===== config.mk =====
export PLATFORM = sky130hd
export DESIGN_NAME = prio_encoder_rr
export DESIGN_NICKNAME = d
export VERILOG_FILES = /design/src/rtl/prio_encoder_rr.sv
export SDC_FILE = /design/constraint.sdc
export NUM_CORES = 1
export LEC_CHECK = 0
export CAP_MARGIN = 40
export CORE_AREA = 2 2 39 41
export CTS_CLUSTER_SIZE = 30
export DETAILED_ROUTE_END_ITERATION = 6
export DIE_AREA = 0 0 41 43
export SYNTH_ARGS = -nofsm -noshare
export SYNTH_HDL_FRONTEND = slang
export SYNTH_SLANG_ARGS = --single-unit

===== constraint.sdc =====
create_clock -name clk -period 3.05 [get_ports clk]
set_clock_uncertainty 0.15 [all_clocks]
set_input_delay 0.61 -clock clk [delete_from_list [all_inputs] [get_ports clk]]
set_output_delay 0.61 -clock clk [all_outputs]
set_load 0.1 [all_outputs]

===== src/rtl/prio_encoder_rr.sv =====
// N-input priority encoder with a registered winner index and a valid/ready output.
// MODE=0 grants the highest set index; MODE=1 rotates the grant downward from rr_ptr.
module prio_encoder_rr #(
   parameter  int N    = 8,
   parameter  int MODE = 0,
   localparam int W    = $clog2(N)
) (
   input  logic         clk,
   input  logic         rst,
   input  logic         en,
   input  logic [N-1:0] req,
   input  logic         out_ready,
   output logic         out_valid,
   output logic [W-1:0] out_idx
);

   logic         valid_q, valid_d;
   logic [W-1:0] idx_q, idx_d;
   logic [W-1:0] rr_ptr_q, rr_ptr_d;

   logic [W-1:0] win_hi;
   logic [W-1:0] win_lo;
   logic         found_lo;
   logic [W-1:0] winner;
   logic         cap;

   // win_hi is the highest set bit overall; win_lo is the highest set bit at or
   // below rr_ptr, which is the first hit of a downward search before it wraps.
   always_comb begin
      // NOTE: every always_comb output gets a default first so no path infers a latch.
      win_hi   = '0;
      win_lo   = '0;
      found_lo = 1'b0;
      for (int i = 0; i < N; i++) begin
         if (req[i]) begin
            win_hi = W'(i);
            if (i <= int'(rr_ptr_q)) begin
               win_lo   = W'(i);
               found_lo = 1'b1;
            end
         end
      end
      winner = (MODE == 1 && found_lo) ? win_lo : win_hi;
   end

   assign cap = en & (|req) & (~valid_q | out_ready);

   always_comb begin
      valid_d  = valid_q;
      idx_d    = idx_q;
      rr_ptr_d = rr_ptr_q;
      if (cap) begin
         valid_d  = 1'b1;
         idx_d    = winner;
         rr_ptr_d = (winner == '0) ? W'(N - 1) : winner - W'(1);
      end else if (valid_q && out_ready) begin
         valid_d = 1'b0;
      end
   end

   // NOTE: state registers use non-blocking assignments so all flops update together.
   always_ff @(posedge clk) begin
      if (rst) begin
         valid_q  <= 1'b0;
         idx_q    <= '0;
         rr_ptr_q <= W'(N - 1);
      end else begin
         valid_q  <= valid_d;
         idx_q    <= idx_d;
         rr_ptr_q <= rr_ptr_d;
      end
   end

   assign out_valid = valid_q;
   assign out_idx   = idx_q;

endmodule


==> reports/results.ini, run 1 <==
[die]
die_area_um2 = 1760
dieWidth_um = 41
num_io_pins = 16
die_y_um = 43
core_um2 = 1380
rows = 14
start_util = 0.160

[clocking]
cts_hold_buf = 0
cts_buffer_depth = 2
cts_made_buffers = 3
ctsResizeCount = 0
post-cts-setup-buffers = 0
clockRootBuffer = clkbuf_4
cts.sinks = 4
cts.clk_slew.worst_paths_ns = 0.03
clkLatencyLatePin_ns = 0.23
cts_tree = built
htreeDepth = 1

[routing]
drt_iter0_drc = 0
firstDrtPassIters = 1
vias = 246
via_per_inst = 4.03
drc = 0
drt-total-wl_um = 491
avgRoutedWirePerCell_um = 8.05
postRouteAntennaNets = 0

[sta]
fmax_mhz = 512
finalMaxSlewViolations = 0
setup_viol = 0
fin_crit_sh = 0.640
worstMarginPinSlew_ns = 0.391
setup_tns_ns = 0
hold_violations = 0
max_slew_margin = 0.739
rsz0062_at_grt = no
min_period_ns = 1.95

[pwr]
ir_drop_uv = 102
power_density_nw_per_um2 = 472
p_leak_nw = 0.166

[layout]
areaGrowthSynthToFinish_pct = 82.5
finalNetCount = 59
antenna_cells = 0
drive_gt1_frac = 0.244
fin_area_um2 = 404

[worst_setup_path]
path_class = input pin to register
crit_fanout = 6
ff2ff_path_depth = 3
cp-start-kind = input pin
end_kind = register
arrival_ns = 1.94
crit_required_ns = 3.04
r2r_start = out_valid$_SDFFE_PP0P_
r2r_setup_slack_ns = 1.77
timing.rr.end = out_idx[1]$_SDFFE_PP0P_

[synth]
yosys.area.top_type = dfxtp_1
synth_area_um2 = 221
syn_nets = 39
synth.area.top_cells = dfxtp_1 36%, nor2_1 12%, nor4_2 11%
synth.distinct_cells = 12
netlist_instances = 27
yosysWarningCount = 0
seq_area_frac_synth = 0.362
ys_ff_latch = 4
yosysTopAreaCellShare = 0.362
avgSynthCellArea_um2 = 8.20

[worst_hold_path]
worstHoldStart = out_idx[0]$_SDFFE_PP0P_
hold_class = register to register
holdPathEnd = out_idx[0]$_SDFFE_PP0P_
whs_path_depth = 2

[status]
status = completed

[grt]
grt_usage = 0.0772
antenna_found_initial = 0
grt_overflow_total = 0
grt_pass1_vias = 228
grt_pass1_wl_um = 869
grt_max_degree = 7

[placed_design]
gp_congestion = 0.701
io_buffers = 15
placed_area_um2 = 382

[flow_run]
drv_cap = 0

-- layer usage --
layer / GRT usage / vias to the layer above / share of wire
li1: - / 135 / -
met1: 0.0962 / 102 / 0.43
met2: 0.0906 / 9 / 0.50
met3: 0 / 0 / 0.065
met4: 0.120 / 0 / 0
met5: 0 / - / 0
-- Yosys cell counts --
library cell and count:
nor4_2 2, inv_1 3, a21oi_1 3, nor3_2 1, nor2_1 7, nor2b_1 1, a211oi_1 1, a311oi_1 1
dfxtp_1 4, and3_1 1, a221oi_2 1, o21ai_0 2
-- kinds of logic after synthesis --
family	Yosys count	share of synthesized area
flops	4	0.362
simple gates	12	0.333
buf+inv	3	0.0508
compound gates	8	0.254
-- worst max path at each step --
stage / start / to / slack (ns) / cells after the start
after global placement: req[6] / out_idx[1]$_SDFFE_PP0P_ / 0.88 / 5
after global routing: req[6] / out_idx[1]$_SDFFE_PP0P_ / 0.98 / 5
final: req[6] / out_idx[1]$_SDFFE_PP0P_ / 1.10 / 5
after CTS: req[6] / out_idx[1]$_SDFFE_PP0P_ / 1.10 / 5
after floorplan: out_valid$_SDFFE_PP0P_ / out_idx[0]$_SDFFE_PP0P_ / 1.31 / 3
after detailed placement: req[6] / out_idx[1]$_SDFFE_PP0P_ / 0.86 / 5
-- layout by cell type (no fill, tap or decap) --
| cell type | Yosys | routed |
|---|---|---|
| nor3_2 | 1 | 1 |
| and3_1 | 1 | 1 |
| nor2b_1 | 1 | 1 |
| nor4_2 | 2 | 2 |
| inv_1 | 3 | 3 |
| buf_4 | 0 | 4 |
| nor2_1 | 7 | 7 |
| o21ai_0 | 2 | 2 |
| a211oi_1 | 1 | 1 |
| clkdlybuf4s50_1 | 0 | 11 |
| a21oi_1 | 3 | 3 |
| a311oi_1 | 1 | 1 |
| dfxtp_1 | 4 | 4 |
| a221oi_2 | 1 | 1 |
| clkbuf_4 | 0 | 3 |
-- metrics by stage --
| stage | cells | util | hold WS, ns | power (mW) | worst slack [ns] |
|---|---|---|---|---|---|
| finish | 61 | 0.292 | 0.351 | 0.191 | 1.10 |
| global route | 61 | 0.292 | 0.397 | 0.202 | 0.976 |
| CTS | 61 | 0.292 | 0.354 | 0.196 | 1.10 |
| detailed placement | 58 | 0.276 | 0.349 | 0.128 | 0.861 |
| global placement | 58 | 0.276 | 0.347 | 0.128 | 0.877 |
| floorplan | 27 | - | 0.530 | 0.102 | 1.31 |
-- worst max-delay path, stage by stage --
cell and delay, ns:
clkdlybuf4s50_1 0.55, nor4_2 0.09, a221oi_2 0.39, nor2_1 0.07, a311oi_1 0.23
-- flip-flops by register name, indices dropped and copies added (netlist names) --
| name | cells |
|---|---|
| out_idx | 3 |
| out_valid | 1 |
-- power breakdown --
| group | internal [mW] | switching [mW] |
|---|---|---|
| clock network | 0.0439 | 0.0199 |
| logic | 0.0237 | 0.0437 |
| registers | 0.0569 | 0.00258 |
-- layout make-up --
| class | instances | area [um2] |
|---|---|---|
| clock buffer | 3 | 22.5 |
| tap | 16 | 20.0 |
| fill | 150 | 980 |
| sequential | 4 | 80.1 |
| inverter | 3 | 11.3 |
| multi-input combinational | 20 | 130 |
| timing repair buffer | 15 | 140 |
Power figures use the tool's default switching activity.
==> run 2, diff against run 1 <==
==> constraint.sdc (replaced) <==
create_clock -name clk -period 2 [get_ports clk]
set_clock_uncertainty 0.15 [all_clocks]
set_input_delay 0.4 -clock clk [delete_from_list [all_inputs] [get_ports clk]]
set_output_delay 0.4 -clock clk [all_outputs]
set_load 0.1 [all_outputs]
==> reports/results.ini, run 2 (same netlist as run 1, synthesis figures left out) <==
[status]
status = completed  ; unchanged

[sta]
hold_violations = 0  ; unchanged
max_slew_margin = 0.705  ; was 0.739
finalMaxSlewViolations = 0  ; unchanged
worstMarginPinSlew_ns = 0.443  ; was 0.391 ns
fmax_mhz = 565
setup_viol = 0  ; unchanged
min_period_ns = 1.77
fin_crit_sh = 0.885
setup_slack_ns = 0.230  ; was 1.10 ns
rsz0062_at_grt = no  ; unchanged

[grt]
grt_max_degree = 7  ; unchanged
antenna_found_initial = 0  ; unchanged
grt_overflow_total = 0  ; unchanged
grt_usage = 0.0793  ; was 0.0772
grt_pass1_wl_um = 917  ; was 869 um
grt_pass1_vias = 250  ; was 228

[die]
die_area_um2 = 1760  ; unchanged
num_io_pins = 16  ; unchanged
rows = 14  ; unchanged
dieWidth_um = 41  ; unchanged
core_um2 = 1380  ; unchanged
die_y_um = 43  ; unchanged
start_util = 0.160  ; unchanged

[layout]
finalNetCount = 61  ; was 59
final_common_cell = clkdlybuf4s50_1  ; unchanged
antenna_cells = 0  ; unchanged
areaGrowthSynthToFinish_pct = 112  ; was 82.5%
n_fill_cell = 159  ; was 150
drive_gt1_frac = 0.277  ; was 0.244
fin_area_um2 = 469  ; was 404 um2
final_cell_mix = 11 x clkdlybuf4s50_1, 7 x nor2_1, 4 x dfxtp_1, 4 x buf_12  ; was 11 x clkdlybuf4s50_1, 7 x nor2_1, 4 x dfxtp_1, 4 x buf_4
multi_input_area_um2 = 130  ; unchanged
largest_register_ffs = 3  ; unchanged
area.sequential_um2 = 80.1  ; unchanged

[worst_setup_path]
path_class = input pin to register  ; unchanged
end_kind = register  ; unchanged
critPathMaxStageDelay_ns = 0.53  ; was 0.55 ns
cp_cell_sequence = clkdlybuf4s50_1 -> nor4_2 -> a221oi_2 -> and3_1 -> nor3_2  ; was clkdlybuf4s50_1 -> nor4_2 -> a221oi_2 -> nor2_1 -> a311oi_1
critical-path-slowest-cell = clkdlybuf4s50_1  ; unchanged
crit_fanout = 6  ; unchanged
cp-start-kind = input pin  ; unchanged
crit_family = buffers and inverters  ; was compound AO/OA/AOI/OAI gates
crit_required_ns = 1.96  ; was 3.04 ns
crit_buf_inv = 1  ; unchanged
arrival_ns = 1.73  ; was 1.94 ns

[pwr]
power_density_nw_per_um2 = 663  ; was 472 nW/um2
power_frac_comb = 0.390  ; was 0.353
ir_drop_uv = 146  ; was 102 uV
p_leak_nw = 0.191  ; was 0.166 nW
pwr-share-seq = 0.302  ; was 0.312
p_int_uw = 207  ; was 124 uW
swShare = 0.334  ; was 0.347
power_frac_clock = 0.308  ; was 0.335
switchingPower_uw = 104  ; was 66.2 uW

[routing]
drt-total-wl_um = 529  ; was 491 um
avgRoutedWirePerCell_um = 8.40  ; was 8.05 um
via_per_inst = 4.25  ; was 4.03
postRouteAntennaNets = 0  ; unchanged
firstDrtPassIters = 4  ; was 1
vias = 268  ; was 246
drc = 0  ; unchanged
drt_iter0_drc = 9  ; was 0

[clocking]
cts_made_buffers = 3  ; unchanged
post-cts-setup-buffers = 0  ; unchanged
clkLatencyLatePin_ns = 0.23  ; about the same
clockRootBuffer = clkbuf_4  ; unchanged
cts.sinks = 4  ; unchanged
cts_tree = built  ; unchanged
cts.clk_slew.worst_paths_ns = 0.03  ; about the same
ctsResizeCount = 0  ; unchanged
htreeDepth = 1  ; unchanged
cts_buffer_depth = 2  ; unchanged
cts_hold_buf = 0  ; unchanged

[placed_design]
placed_area_um2 = 447  ; was 382 um2
pre_cts_slack_ns = -0.00418  ; was 0.861 ns
hpwl_um = 443
io_buffers = 15  ; unchanged
gp_congestion = 0.717  ; was 0.701

[worst_hold_path]
hold_class = register to register  ; unchanged

[flow_run]
drv_cap = 0  ; unchanged

-- run 2: cell count changes in the layout (fill, tap and decap cells not counted), sizes merged --
| cell | change |
|---|---|
| buf | +2 |
-- run 2: tightest hold or removal path, delay by kind of cell, from the launching register on --
family	cells	cell delay, ns
DFF	1	0.33
and+or+nand+nor	1	0.11
AOI/OAI and AO/OA	1	0.05
-- run 2: path summary, 6_finish.rpt --
path	from	end	slack, ns	cells after the start
max	req[7]	out_idx[0]$_SDFFE_PP0P_	0.23	5
min	out_idx[1]$_SDFFE_PP0P_	out_idx[1]$_SDFFE_PP0P_	0.38	2
max reg2reg	out_valid$_SDFFE_PP0P_	out_idx[0]$_SDFFE_PP0P_	0.63	3
min reg2reg	out_idx[1]$_SDFFE_PP0P_	out_idx[1]$_SDFFE_PP0P_	0.38	2
-- run 2: layout make-up --
| cell class | instances | area share |
|---|---|---|
| multi-input combinational | 20 | 0.277 |
| tap | 16 | 0.0427 |
| inverter | 3 | 0.0240 |
| sequential | 4 | 0.171 |
| timing repair buffer | 17 | 0.437 |
| clock buffer | 3 | 0.0480 |
-- run 2: routing by layer --
metal / global-route usage / part of all wire / vias to the layer above
li1: - / - / 137
met4: 0.0800 / 0 / 0
met3: 0.0157 / 0.049 / 0
met1: 0.0965 / 0.41 / 122
met2: 0.106 / 0.54 / 9
met5: 0 / 0 / -
-- run 2: through the flow --
step	hold WS [ns]	utilization	instances	total power [mW]	TNS [ns]
floorplan	0.320	-	27	0.155	0
global placement	0.381	0.323	60	0.217	0
detailed placement	0.378	0.323	60	0.217	-0.00418
CTS	0.385	0.339	63	0.317	0
global route	0.421	0.339	63	0.334	0
finish	0.384	0.339	63	0.311	0
-- run 2: power by group through the flow --
stage | clock network, mW | registers (mW) | logic, mW
2_1_floorplan | 0 | 0.138 | 0.0177
3_3_place_gp | 0 | 0.0950 | 0.122
3_5_place_dp | 0 | 0.0953 | 0.122
4_1_cts | 0.101 | 0.0941 | 0.122
5_1_grt | 0.112 | 0.0945 | 0.127
6_report | 0.0958 | 0.0940 | 0.121
